--- config.mk ---
export PLATFORM = sky130hd
export DESIGN_NAME = dmem_arbiter
export DESIGN_NICKNAME = d
export VERILOG_FILES = /design/src/rtl/dmem_arbiter.sv
export SDC_FILE = /design/constraint.sdc
export NUM_CORES = 1
export LEC_CHECK = 0
export BUFFER_PORTS_ARGS = -buffer_cell sky130_fd_sc_hd__clkbuf_2
export CORE_ASPECT_RATIO = 1.25
export CORE_UTILIZATION = 30
export CTS_CLUSTER_DIAMETER = 100
export DETAILED_ROUTE_END_ITERATION = 7
export GPL_TIMING_DRIVEN = 1
export HOLD_SLACK_MARGIN = 0.1
export PLACE_DENSITY = 0.71
export SETUP_SLACK_MARGIN = 0.4
export SLEW_MARGIN = 20
export SYNTH_ARGS = -nofsm -noshare
export SYNTH_HDL_FRONTEND = slang
export SYNTH_SLANG_ARGS = --single-unit
--- constraint.sdc ---
create_clock -name clk -period 1.4 [get_ports clk]
set_input_delay 0.21 -clock clk [delete_from_list [all_inputs] [get_ports clk]]
set_output_delay 0.21 -clock clk [all_outputs]
set_load 0.01 [all_outputs]
--- src/rtl/dmem_arbiter.sv ---
`default_nettype none
// ============================================================================
//  Module   : dmem_arbiter
//  Purpose  : Round-robin arbiter between a CPU port and a debug/loader port
//             for a single data memory; 3-cycle IDLE/ACCESS/RESP transaction.
//  Revision : 1.0 - initial release
// ============================================================================
module dmem_arbiter #(
    parameter int WORDS = 32
) (
    input  logic        clk,
    input  logic        reset,
    input  logic        cpu_req,
    input  logic        cpu_we,
    input  logic [31:0] cpu_addr,
    input  logic [31:0] cpu_wdata,
    output logic        cpu_ack,
    output logic        cpu_err,
    output logic [31:0] cpu_rdata,
    input  logic        dbg_req,
    input  logic        dbg_we,
    input  logic [31:0] dbg_addr,
    input  logic [31:0] dbg_wdata,
    output logic        dbg_ack,
    output logic        dbg_err,
    output logic [31:0] dbg_rdata,
    output logic [31:0] mem_addr,
    output logic [31:0] mem_wdata,
    output logic        mem_we,
    output logic        mem_re,
    input  logic [31:0] mem_rdata,
    output logic        busy
);

    typedef enum logic [1:0] {
        S_IDLE   = 2'd0,
        S_ACCESS = 2'd1,
        S_RESP   = 2'd2
    } state_t;

    localparam logic [31:0] c_words = 32'(WORDS);

    state_t      r_state;
    state_t      w_next_state;

    logic        r_last_dbg;
    logic        r_gnt_dbg;
    logic        r_we;
    logic        r_in_range;
    logic [31:0] r_mem_addr;
    logic [31:0] r_mem_wdata;
    logic        r_mem_we;
    logic        r_mem_re;
    logic        r_cpu_ack;
    logic        r_cpu_err;
    logic [31:0] r_cpu_rdata;
    logic        r_dbg_ack;
    logic        r_dbg_err;
    logic [31:0] r_dbg_rdata;

    logic        w_grant;
    logic        w_pick_dbg;
    logic        w_sel_we;
    logic [31:0] w_sel_addr;
    logic [31:0] w_sel_wdata;
    logic        w_sel_in_range;
    logic [31:0] w_rsp_rdata;

    // On a tie the port that did not win last time is picked.
    assign w_grant        = (r_state == S_IDLE) && (cpu_req || dbg_req);
    assign w_pick_dbg     = dbg_req && (!cpu_req || !r_last_dbg);
    assign w_sel_we       = w_pick_dbg ? dbg_we    : cpu_we;
    assign w_sel_addr     = w_pick_dbg ? dbg_addr  : cpu_addr;
    assign w_sel_wdata    = w_pick_dbg ? dbg_wdata : cpu_wdata;
    assign w_sel_in_range = (w_sel_addr < c_words);
    assign w_rsp_rdata    = (r_in_range && !r_we) ? mem_rdata : 32'h0;

    always_ff @(posedge clk) begin
        if (reset) begin
            r_state <= S_IDLE;
        end else begin
            r_state <= w_next_state;
        end
    end

    always_comb begin
        w_next_state = r_state;
        case (r_state)
            S_IDLE:   if (cpu_req || dbg_req) w_next_state = S_ACCESS;
            S_ACCESS: w_next_state = S_RESP;
            S_RESP:   w_next_state = S_IDLE;
            default:  w_next_state = S_IDLE;
        endcase
    end

    // Strobes are launched on the grant edge so they are visible during ACCESS.
    always_ff @(posedge clk) begin
        if (reset) begin
            r_last_dbg  <= 1'b1;
            r_gnt_dbg   <= 1'b0;
            r_we        <= 1'b0;
            r_in_range  <= 1'b0;
            r_mem_addr  <= 32'h0;
            r_mem_wdata <= 32'h0;
            r_mem_we    <= 1'b0;
            r_mem_re    <= 1'b0;
            r_cpu_ack   <= 1'b0;
            r_cpu_err   <= 1'b0;
            r_cpu_rdata <= 32'h0;
            r_dbg_ack   <= 1'b0;
            r_dbg_err   <= 1'b0;
            r_dbg_rdata <= 32'h0;
        end else begin
            r_mem_we  <= 1'b0;
            r_mem_re  <= 1'b0;
            r_cpu_ack <= 1'b0;
            r_dbg_ack <= 1'b0;
            if (w_grant) begin
                r_last_dbg  <= w_pick_dbg;
                r_gnt_dbg   <= w_pick_dbg;
                r_we        <= w_sel_we;
                r_in_range  <= w_sel_in_range;
                r_mem_addr  <= w_sel_addr;
                r_mem_wdata <= w_sel_wdata;
                r_mem_we    <= w_sel_we && w_sel_in_range;
                r_mem_re    <= !w_sel_we && w_sel_in_range;
            end
            if (r_state == S_ACCESS) begin
                if (r_gnt_dbg) begin
                    r_dbg_ack   <= 1'b1;
                    r_dbg_err   <= !r_in_range;
                    r_dbg_rdata <= w_rsp_rdata;
                end else begin
                    r_cpu_ack   <= 1'b1;
                    r_cpu_err   <= !r_in_range;
                    r_cpu_rdata <= w_rsp_rdata;
                end
            end
        end
    end

    assign mem_addr  = r_mem_addr;
    assign mem_wdata = r_mem_wdata;
    assign mem_we    = r_mem_we;
    assign mem_re    = r_mem_re;
    assign cpu_ack   = r_cpu_ack;
    assign cpu_err   = r_cpu_err;
    assign cpu_rdata = r_cpu_rdata;
    assign dbg_ack   = r_dbg_ack;
    assign dbg_err   = r_dbg_err;
    assign dbg_rdata = r_dbg_rdata;
    assign busy      = (r_state != S_IDLE);

endmodule
`default_nettype wire

==> flow_metrics.tcl <==
set metrics [dict create \
    antenna_left 0 \
    port_buffers 300 \
    htree_levels 4 \
    cts_root_buf "clkbuf_16" \
    period_needed_ns 1.55 \
    vias 7298 \
    grt_max_degree 66 \
    syn_avg_cell_area_sq_um 8.75 \
    placed_cells 1148 \
    synth_top_family_by_area "simple AND/OR/NAND/NOR gates" \
    required_ns 1.70 \
    place.gp.congestion 0.817 \
    syn_to_final_growth_pct 129 \
    muxShareOfSynthArea_pct 11.8 \
    yosys_most_used_dff "dfxtp_1" \
    cts_buffers 17 \
    die_area_sq_mm 0.0189 \
    outcome "complete, but fails checks" \
    finalSetupViolCount 37 \
    synth_xor_area_share_pct 0 \
    post_drt_via_cell_ratio 5.19 \
    netlist_instances 630 \
    period_share_pct 111 \
    syn-cell-area_sq_mm 0.00551 \
    grt_pass1_wl_um 35300 \
    dp_slack_ns -0.102 \
    first_pass_iters 5 \
    grtUsageTotal_pct 24.1 \
    worstSetupPathType "reg2reg" \
    synth-seq-cells 140 \
    power_density_mw_per_mm2 933 \
    grt_overflow_total 0 \
    ios 301 \
    max_freq_ghz 0.643 \
    clockBufferDepth 2 \
    fp.dieH_um 154 \
    synth_fa_ha_area_share_pct 0 \
    yosys.area_share.simple_pct 19.1 \
    antenna_found_initial 2 \
    drc_errors 0 \
    layout_setup_ws_ns -0.155 \
    core_area_sq_mm 0.0180 \
    ff2ff_path_depth 5 \
    path_clk_slew_ns 0.07 \
    drt-initial-drc-count 470 \
    synth_edf_count 0 \
    static-leakage-power_nw 5.26 \
    worst_pin_slew_ns 0.437 \
    finalWirelength_um 29900 \
    slew_headroom_pct 70.8 \
    tritoncts "yes" \
    max_cap_viol_count 0 \
    wl_per_cell_um 21.2 \
    hold_viol 0 \
    cp_max_fo 16 \
    clock_skew_ns 0.0117 \
    failed_checks "setup timing" \
    final_nets 1330 \
    cts.sinks 140 \
    report.final.slew_viol_count 0 \
    async_reset_ff_share_pct 0 \
    synth.distinct_cells 36 \
    rsz0062_at_grt "true" \
    hpwl_um 12300 \
    min_path_type "in2reg" \
    grt_pass1_vias 7000 \
    hold_depth 3 \
    setup.worst_path.end_class "register" \
    seq_area_frac_synth_pct 50.9 \
    synth_compound_area_share_pct 13.3 \
    finish.cell_count_without_fillers 1407 \
    clkLatencyLatePin_ns 0.42 \
    syn-num-nets 796 \
    die_x_um 123 \
    critPathArrivalTime_ns 1.86 \
    ir_worst_vdd_mv 0.906 \
    yosysWarnings 0 \
    drive_gt1_share_pct 64.2 \
    rows 55 \
    start_util_pct 30.6 \
    worstSetupStartpointType "register" \
]
## state kept, by name (all words and copies together) (netlist names), 2 cells and up
signal and cells:
dbg_rdata 32, mem_wdata 32, r_state 2, mem_addr 32
cpu_rdata 32
## critical path, stage by stage (launching register included)
cell,delay [ns]
dfxtp_2,0.34
nor2_4,0.13
inv_2,0.04
or3_4,0.44
buf_12,0.20
o21ai_0,0.30
## layer usage
metal / wire length, um / up-vias / global-route usage, %
met5: 0 / - / 0
met4: 1530 / 0 / 11.7
met3: 1900 / 115 / 6.16
met2: 15600 / 418 / 42.9
met1: 10800 / 3486 / 26.2
li1: - / 3279 / -
## cell usage after synthesis (2+ instances only)
| cell type | number | area [sq um] |
|---|---|---|
| dfxtp_1 | 140 | 2800 |
| clkbuf_2 | 3 | 15.0 |
| buf_1 | 5 | 18.8 |
| a21oi_1 | 65 | 325 |
| a211oi_1 | 2 | 15.0 |
| nor4_1 | 10 | 62.6 |
| o21ai_0 | 65 | 325 |
| nand2b_1 | 2 | 12.5 |
| nor2_1 | 9 | 33.8 |
| nand2_1 | 134 | 503 |
| mux2i_1 | 65 | 651 |
| buf_6 | 7 | 78.8 |
| nor3_1 | 3 | 15.0 |
| buf_2 | 10 | 50.1 |
| clkbuf_1 | 24 | 90.1 |
| nand4_1 | 2 | 12.5 |
| nand3_1 | 65 | 325 |
## placed cells by master, fill, tap and decap left out, types with 2 or more instances in the layout
cell | Yosys | layout
buf_6 | 7 | 128
dfxtp_1 | 140 | 22
buf_16 | 0 | 14
mux2i_1 | 65 | 53
clkinv_4 | 1 | 5
mux2i_2 | 0 | 9
o21ai_2 | 0 | 14
nand3_1 | 65 | 29
mux2i_4 | 0 | 3
buf_2 | 10 | 6
diode_2 | 0 | 2
dlygate4sd3_1 | 0 | 135
clkinvlp_4 | 0 | 2
bufinv_16 | 0 | 2
a21oi_2 | 0 | 51
nand4_1 | 2 | 2
nand3_4 | 0 | 14
buf_4 | 1 | 56
nand2_4 | 0 | 24
dfxtp_2 | 0 | 114
a21oi_1 | 65 | 13
nor4_1 | 10 | 10
buf_12 | 0 | 22
clkbuf_8 | 0 | 4
inv_6 | 0 | 5
nor3_1 | 3 | 3
clkbuf_2 | 3 | 185
nand3_2 | 0 | 22
nand2_2 | 0 | 18
dfxtp_4 | 0 | 4
clkbuf_16 | 0 | 25
o21ai_1 | 1 | 41
nand2_1 | 134 | 91
o21ai_0 | 65 | 10
buf_8 | 0 | 8
nor2_4 | 1 | 4
nor2_1 | 9 | 6
nor3b_2 | 1 | 2
## area by class of cell
class                           count  area (sq um)
Multi-Input combinational cell    438          3360
Tap cell                          228           285
Inverter                            2          12.5
Fill cell                        1161          5430
Clock buffer                       19           453
Timing Repair Buffer              565          5380
Clock inverter                     13           154
Sequential cell                   140          2960
Antenna cell                        2          5.00
## power by group
part	leakage, nW	internal (mW)	switching, mW
combinational	3.77	1.47	1.20
clock	0.292	2.76	1.95
sequential	1.19	4.21	0.159
total	5.26	8.44	3.31
## what timing repair did
| item | 4_1_cts | 5_1_grt |
|---|---|---|
| resized for setup | 131 | 509 |
| cloned | 14 | 12 |
| buffers inserted | 16 | 48 |
| setup endpoints to repair | 272 | 274 |
| hold buffers | 130 | 5 |
| hold endpoints to repair | 119 | 4 |
| pin swaps | 51 | 39 |
## final timing paths
check,start,slack (ns),end
hold / removal,dbg_addr[27],0.10,mem_addr[27]$_SDFFE_PP0P_
hold reg to reg,mem_wdata[26]$_SDFFE_PP0P_,0.45,mem_wdata[26]$_SDFFE_PP0P_
setup / recovery,r_state[0]$_SDFFE_PP0P_,-0.15,mem_wdata[6]$_SDFFE_PP0P_
setup reg to reg,r_state[0]$_SDFFE_PP0P_,-0.15,mem_wdata[6]$_SDFFE_PP0P_
## cells by family (layout without fill, tap and decap cells)
logic type             count (synthesis)  in the layout
buffers and inverters                 52            599
flip-flops                           140            140
other                                  0              2
multiplexers                          65             65
AO/OA/AOI/OAI                        138            138
AND/OR/NAND/NOR                      235            235
## through the flow
step                setup TNS [ns]  power, mW  instance area (sq um)  utilization [%]  hold WS, ns
floorplan                  -0.0179       5.08                   5860                -        0.354
global placement            -0.564       5.73                   7690             42.7        0.434
detailed placement           -1.88       5.75                   7690             42.7        0.441
CTS                       -0.00287       11.0                  10600             58.7        0.100
global route                 -4.62       12.1                  12600             69.9        0.116
finish                       -1.07       11.8                  12600             69.9        0.103
Note: power is estimated with default switching activity, not from simulation.
